==> src/rtl/clk_div_multi_if.sv <==
// rtl/clk_div_multi_if.sv - configuration bus between a controller and clk_div_multi
//
// Signals:
//   cfg_wr      configuration write strobe
//   cfg_ch      target channel index
//   cfg_div     new divisor (0 behaves as 1)
//   cfg_mode    new mode (0 = square wave, 1 = tick)
//   cfg_pending per-channel flag: a shadow value is waiting for terminal count
// Modports: master drives the write fields and observes cfg_pending;
//           slave (the divider) receives the write fields and drives cfg_pending.

interface clk_div_multi_if #(
    parameter int CH = 4,
    parameter int DW = 16
);
    localparam int CW = (CH > 1) ? $clog2(CH) : 1;

    logic          cfg_wr;
    logic [CW-1:0] cfg_ch;
    logic [DW-1:0] cfg_div;
    logic          cfg_mode;
    logic [CH-1:0] cfg_pending;

    modport master (
        output cfg_wr,
        output cfg_ch,
        output cfg_div,
        output cfg_mode,
        input  cfg_pending
    );

    modport slave (
        input  cfg_wr,
        input  cfg_ch,
        input  cfg_div,
        input  cfg_mode,
        output cfg_pending
    );
endinterface

==> src/rtl/clk_div_multi.sv <==
// rtl/clk_div_multi.sv - multi-channel programmable clock-enable generator
//
// Ports:
//   clk      master clock
//   rst      asynchronous, active-high reset
//   ch_en    per-channel run enable
//   sync     one-cycle strobe that realigns the phase of every channel
//   cfg      configuration bus (clk_div_multi_if.slave)
//   clk_out  per-channel registered square wave (period 2*D, 50% duty)
//   tick     per-channel registered one-cycle pulse every D cycles

module clk_div_multi #(
    parameter int CH           = 4,
    parameter int DW           = 16,
    parameter int DEFAULT_DIV  = 2,
    parameter int DEFAULT_MODE = 0
) (
    input  logic                 clk,
    input  logic                 rst,
    input  logic [CH-1:0]        ch_en,
    input  logic                 sync,
    clk_div_multi_if.slave       cfg,
    output logic [CH-1:0]        clk_out,
    output logic [CH-1:0]        tick
);
    localparam int CW = (CH > 1) ? $clog2(CH) : 1;

    for (genvar g = 0; g < CH; g++) begin : g_ch
        logic [DW-1:0] cnt;
        logic [DW-1:0] act_div;
        logic [DW-1:0] sh_div;
        logic          act_mode;
        logic          sh_mode;
        logic          pending;
        logic          clk_q;
        logic          tick_q;

        logic          wr_hit;
        logic [DW-1:0] d_eff;
        logic          tc;
        logic          apply;
        logic          mode_chg;

        // Out-of-range channel indices never match any g, so such writes vanish.
        assign wr_hit   = cfg.cfg_wr && (cfg.cfg_ch == CW'(g));
        assign d_eff    = (act_div == '0) ? DW'(1) : act_div;
        // >= rather than == keeps the counter self-healing should cnt ever exceed D-1.
        assign tc       = (cnt >= (d_eff - DW'(1)));
        // A pending shadow is applied at a terminal count, or at once while disabled;
        // sync suppresses the apply so the realigned period still uses the old divisor.
        assign apply    = pending && !sync && (!ch_en[g] || tc);
        assign mode_chg = apply && (sh_mode != act_mode);

        always_ff @(posedge clk or posedge rst) begin
            if (rst) begin
                cnt      <= '0;
                act_div  <= DW'(DEFAULT_DIV);
                sh_div   <= DW'(DEFAULT_DIV);
                act_mode <= 1'(DEFAULT_MODE);
                sh_mode  <= 1'(DEFAULT_MODE);
                pending  <= 1'b0;
                clk_q    <= 1'b0;
                tick_q   <= 1'b0;
            end else begin
                // The apply reads the old shadow, so a write landing on the same edge
                // is kept for the next period and pending stays set.
                if (apply) begin
                    act_div  <= sh_div;
                    act_mode <= sh_mode;
                end
                if (wr_hit) begin
                    sh_div  <= cfg.cfg_div;
                    sh_mode <= cfg.cfg_mode;
                    pending <= 1'b1;
                end else if (apply) begin
                    pending <= 1'b0;
                end

                if (sync || !ch_en[g]) begin
                    cnt    <= '0;
                    clk_q  <= 1'b0;
                    tick_q <= 1'b0;
                end else if (tc) begin
                    cnt <= '0;
                    if (mode_chg) begin
                        clk_q  <= 1'b0;
                        tick_q <= 1'b0;
                    end else if (!act_mode) begin
                        clk_q  <= ~clk_q;
                        tick_q <= 1'b0;
                    end else begin
                        clk_q  <= 1'b0;
                        tick_q <= 1'b1;
                    end
                end else begin
                    cnt    <= cnt + DW'(1);
                    tick_q <= 1'b0;
                end
            end
        end

        assign clk_out[g]         = clk_q;
        assign tick[g]            = tick_q;
        assign cfg.cfg_pending[g] = pending;
    end
endmodule

==> src/flat_wrapper.sv <==
// flat-port wrapper written by rule: the top's interface ports become plain ports
module clk_div_multi_flat 
#(
    parameter int CH           = 4,
    parameter int DW           = 16,
    parameter int DEFAULT_DIV  = 2,
    parameter int DEFAULT_MODE = 0
)
  (clk, rst, ch_en, sync, clk_out, tick, cfg_cfg_wr, cfg_cfg_ch, cfg_cfg_div, cfg_cfg_mode, cfg_cfg_pending);
  clk_div_multi_if #(.CH(CH), .DW(DW)) cfg_i ();
  input  logic clk;
  input  logic rst;
  input  logic [CH-1:0] ch_en;
  input  logic sync;
  output logic [CH-1:0] clk_out;
  output logic [CH-1:0] tick;
  input wire logic [$bits(cfg_i.cfg_wr)-1:0] cfg_cfg_wr;
  input wire logic [$bits(cfg_i.cfg_ch)-1:0] cfg_cfg_ch;
  input wire logic [$bits(cfg_i.cfg_div)-1:0] cfg_cfg_div;
  input wire logic [$bits(cfg_i.cfg_mode)-1:0] cfg_cfg_mode;
  output wire logic [$bits(cfg_i.cfg_pending)-1:0] cfg_cfg_pending;
  assign cfg_i.cfg_wr = cfg_cfg_wr;
  assign cfg_i.cfg_ch = cfg_cfg_ch;
  assign cfg_i.cfg_div = cfg_cfg_div;
  assign cfg_i.cfg_mode = cfg_cfg_mode;
  assign cfg_cfg_pending = cfg_i.cfg_pending;
  clk_div_multi #(.CH(CH), .DW(DW), .DEFAULT_DIV(DEFAULT_DIV), .DEFAULT_MODE(DEFAULT_MODE)) u_core (.clk(clk), .rst(rst), .ch_en(ch_en), .sync(sync), .cfg(cfg_i), .clk_out(clk_out), .tick(tick));
endmodule
==> config.mk <==
export PLATFORM = sky130hd
export DESIGN_NAME = clk_div_multi_flat
export DESIGN_NICKNAME = d
export VERILOG_FILES = /design/src/rtl/clk_div_multi_if.sv /design/src/rtl/clk_div_multi.sv /design/src/flat_wrapper.sv
export SDC_FILE = /design/constraint.sdc
export NUM_CORES = 1
export LEC_CHECK = 0
export CAP_MARGIN = 40
export CORE_MARGIN = 2
export CORE_UTILIZATION = 45
export CTS_CLUSTER_SIZE = 10
export DETAILED_ROUTE_END_ITERATION = 8
export DONT_BUFFER_PORTS = 1
export GPL_TIMING_DRIVEN = 0
export SLEW_MARGIN = 40
export SYNTH_ARGS = -nofsm -noshare
export SYNTH_HDL_FRONTEND = slang
export SYNTH_SLANG_ARGS = --single-unit
==> constraint.sdc <==
create_clock -name clk -period 9.3 [get_ports clk]
set_input_delay 2.325 -clock clk [delete_from_list [all_inputs] [get_ports clk]]
set_output_delay 2.325 -clock clk [all_outputs]
set_load 0.05 [all_outputs]
==> results.py <==
metrics = {
    "worst_setup_path": {
        "critical-path-max-stage-delay_ns": 0.57,
        "cp_slowest_cell": "or4_1",
        "crit_family": "simple AND/OR/NAND/NOR gates",
        "path_class": "reg2reg",
        "cpMostUsedCell": "or4_1",
        "r2r.worst_path.cells": 21,
        "cp_num_buf_inv": 3,
        "startpoint_type": "register",
        "reg2reg_slack_ns": 3.61,
        "timing.critical_path.to_type": "register",
        "critical_register_to_register_path_endpoint": "u_core.g_ch[1].act_div[9]$_DFFE_PP0P_",
        "required_worst_endpoint_ns": 9.69,
        "r2r-start": "u_core.g_ch[1].act_div[0]$_DFFE_PP0P_",
        "critical_path.max_fanout": 10,
        "crit_chain": "or4_1, or4_1, nor4b_1, nor2_1, ha_1, nor3b_1, nand2_1, or2_2, nor3_1, nand2_1, xor2_1, ha_1, nand4_1, or3_1, or4_1, and3_1, clkbuf_1, a211o_1, buf_2, buf_6, mux2_1",
        "cp_data_arrival_time_ns": 6.09,
    },
    "logic_synthesis": {
        "netlist-cell-type-count": 58,
        "ys_seq_elements": 212,
        "synthesis.yosys.warnings": 0,
        "yosysMostFrequentCell": "dfrtp_1",
        "post_synth_instance_area_mm2": 0.01105,
        "ys_seq_area_share_pct": 48.09,
        "synthCells": 966,
        "synth.top_cell.area_share_pct": 46.19,
        "synth-edff-count": 0,
        "synth_ff_type": "dfrtp_1",
        "ys_top_cells_by_count": "dfrtp_1, mux2_2, nor2_1, ha_1, xor2_1",
        "average_instance_area_after_synthesis_um2": 11.44,
        "post_synth_main_area_contributors": "dfrtp_1, mux2_2, ha_1, xor2_1, xnor2_1",
        "synthDominantAreaCellType": "dfrtp_1",
        "async_reset_ff_share_pct": 100.0,
        "synthesis.nets": 1065,
    },
    "sta": {
        "rsz0062_at_grt": "no",
        "hold_viol_final": 0,
        "pins_over_slew_limit": 0,
        "timing.fmax_mhz": 175.7,
        "timing.max_slew.rel_slack_pct": 43.67,
        "layout_worst_path_cycle_share_pct": 61.20,
        "max_slew.worst_pin.slew_ns": 0.8386,
        "post-route-min-period_ns": 5.692,
        "layout_setup_ws_ns": 3.608,
        "skew_ns": 0.02021,
        "finalSetupViolations": 0,
    },
    "routing": {
        "drcViolationCount": 0,
        "vias_per_cell": 5.234,
        "routed-via-count": 6993,
        "drt_first_iter_violations": 304,
        "number_of_nets_with_antenna_violations_after_detailed_routing": 0,
        "post_drt_wl_per_cell_um": 16.41,
        "detail_route.wirelength_um": 21930,
        "drt_first_pass_iters": 4,
    },
    "global_route": {
        "grt_remaining_overflow": 0,
        "track_usage_pct": 17.68,
        "grt_start_max_net_pins": 79,
        "grt_pass1_wl_um": 37050,
        "antenna_found_initial": 0,
        "first_global_vias": 7108,
    },
    "power_and_ir_drop": {
        "worst_ir_drop_vdd_uv": 136.9,
        "static-leakage-power_uw": 0.005302,
        "cellPowerDensity_mw_per_mm2": 230.4,
    },
    "finish": {
        "register_area_mm2": 0.005315,
        "final_net_count": 1094,
        "post_layout_nonfiller_instances": 1336,
        "multiInputGateArea_mm2": 0.005445,
        "nFillCells": 2211,
        "post_route_cells_drive_above_1_share_pct": 20.08,
        "syn2layout_area_growth_pct": 10.90,
    },
    "clock_tree": {
        "clock_insertion_delay_at_the_later_pin_of_the_skew_report_ns": 0.53,
        "clock-root-buffer": "clkbuf_16",
        "cts-buffers-inserted": 25,
        "clock-sinks": 212,
        "cts_repair_resize_count": 0,
        "clkTransAtPathRegs_ns": 0.06,
        "h_tree_levels": 1,
        "cts_buffer_depth": 3,
        "cts_tree": "built",
        "cts_setup_buffers": 0,
        "cts_hold_repair.buffers": 0,
    },
    "hold_path": {
        "hold_path_class": "reg2reg",
        "min_to": "u_core.g_ch[0].act_div[4]$_DFFE_PP0P_",
        "hold_path.startpoint": "u_core.g_ch[0].sh_div[4]$_DFFE_PP0P_",
        "worst_hold_path.num_cells": 1,
    },
    "outcome": {
        "outcome": "finished clean",
    },
    "die": {
        "initial_core_util_pct": 45.58,
        "floorplan_die_width_um": 160.7,
        "die_outline_area_mm2": 0.02583,
        "dieHeight_um": 160.7,
        "core-area_mm2": 0.02425,
        "floorplan.rows": 57,
        "io-pin-count": 39,
    },
    "place": {
        "detailed_place_hpwl_um": 15690,
        "dp_cells": 1292,
        "place_worst_setup_slack_ns": 3.564,
        "global_placer_s_final_weighted_congestion": 0.7842,
        "port_buffers": 0,
    },
    "run": {
        "number_of_maximum_capacitance_violations": 0,
    },
}
how the worst max path moves through the flow:
stage / startpoint / end / slack (ns) / depth (start not counted)
floorplan: rst / u_core.g_ch[0].act_div[0]$_DFFE_PP0P_ / 1.19 / 1
global placement: rst / u_core.g_ch[1].act_div[2]$_DFFE_PP0P_ / -1.29 / 1
detailed placement: u_core.g_ch[1].act_div[0]$_DFFE_PP0P_ / u_core.g_ch[1].act_div[9]$_DFFE_PP0P_ / 3.56 / 21
CTS: u_core.g_ch[1].act_div[0]$_DFFE_PP0P_ / u_core.g_ch[1].act_div[9]$_DFFE_PP0P_ / 3.54 / 21
global route: u_core.g_ch[0].act_div[8]$_DFFE_PP0P_ / u_core.g_ch[0].act_div[8]$_DFFE_PP0P_ / 3.22 / 18
finish: u_core.g_ch[1].act_div[0]$_DFFE_PP0P_ / u_core.g_ch[1].act_div[9]$_DFFE_PP0P_ / 3.61 / 21
state kept, by name, indices dropped and copies added, names as in the netlist:
| register | flops |
|---|---|
| u_core.g_ch.act_div | 64 |
| u_core.g_ch.cnt | 64 |
| u_core.g_ch.sh_div | 64 |
| u_core.g_ch.act_mode | 4 |
| u_core.g_ch.clk_q | 4 |
| u_core.g_ch.pending | 4 |
| u_core.g_ch.sh_mode | 4 |
| u_core.g_ch.tick_q | 4 |
power breakdown:
part / switching, µW / internal [µW] / leakage, µW / total [µW]
combinational: 293 / 359 / 0.00229 / 652
sequential: 177 / 1110 / 0.00266 / 1290
clock: 360 / 520 / 0.000351 / 880
total: 830 / 1990 / 0.00530 / 2820
final cells by class:
cell class	count	area share, %
Tap cell	324	3.307
Antenna cell	1	0.02042
Clock buffer	42	5.870
Multi-Input combinational cell	698	44.43
Buffer	33	1.725
Sequential cell	212	43.36
Inverter	23	0.7656
Timing Repair Buffer	2	0.4492
Clock inverter	1	0.07146
routing by layer:
| layer | global-route usage [%] | vias to the layer above | share of wire, % |
|---|---|---|---|
| met1 | 24.83 | 3401 | 49 |
| li1 | - | 3488 | - |
| met5 | 0 | - | 0 |
| met3 | 3.332 | 30 | 3.8 |
| met4 | 3.815 | 0 | 1.7 |
| met2 | 28.76 | 74 | 45 |
cell usage in the layout (no fill, tap or decap), drive strengths merged, types with 3 or more instances in the layout:
master,Yosys,layout
a2111oi,5,5
a211oi,3,3
a21boi,3,3
a21o,6,6
a21oi,25,25
a311oi,3,3
and2,3,3
and3,15,15
and4,6,6
buf,20,22
clkbuf,13,55
dfrtp,204,204
dfstp,8,8
ha,72,72
inv,23,24
mux2,136,136
mux2i,4,4
nand2,51,51
nand2b,7,7
nand3,31,31
nand3b,5,5
nand4,16,16
nor2,107,107
nor2b,4,4
nor3,19,19
nor3b,6,6
nor4,12,12
nor4b,3,3
o21a,5,5
o21ai,11,11
o31ai,3,3
or2,5,5
or3,7,7
or4,8,8
xnor2,47,47
xor2,52,52
kinds of logic after synthesis:
| kind of cell | synth area share, % |
|---|---|
| adder cells (fa/ha/maj) | 8.151 |
| AO/OA/AOI/OAI | 4.947 |
| flip-flops | 48.09 |
| XOR/XNOR | 7.846 |
| multiplexers | 14.56 |
| buffers and inverters | 2.694 |
| AND/OR/NAND/NOR | 13.71 |
metrics by stage:
stage                     utilization (%)  hold WS, ns  total power, µW  area (µm²)  setup TNS, ns
final                               50.55       0.4956             2823       12260              0
after global routing                50.54       0.5085             3020       12250              0
after CTS                           50.51       0.4939             2866       12250              0
after detailed placement            47.51       0.4805             1966       11520              0
after global placement              47.25       0.4704             1941       11460        -259.70
after floorplan                         -       0.4522             1808       11050              0
(Power assumes the default switching activity.)
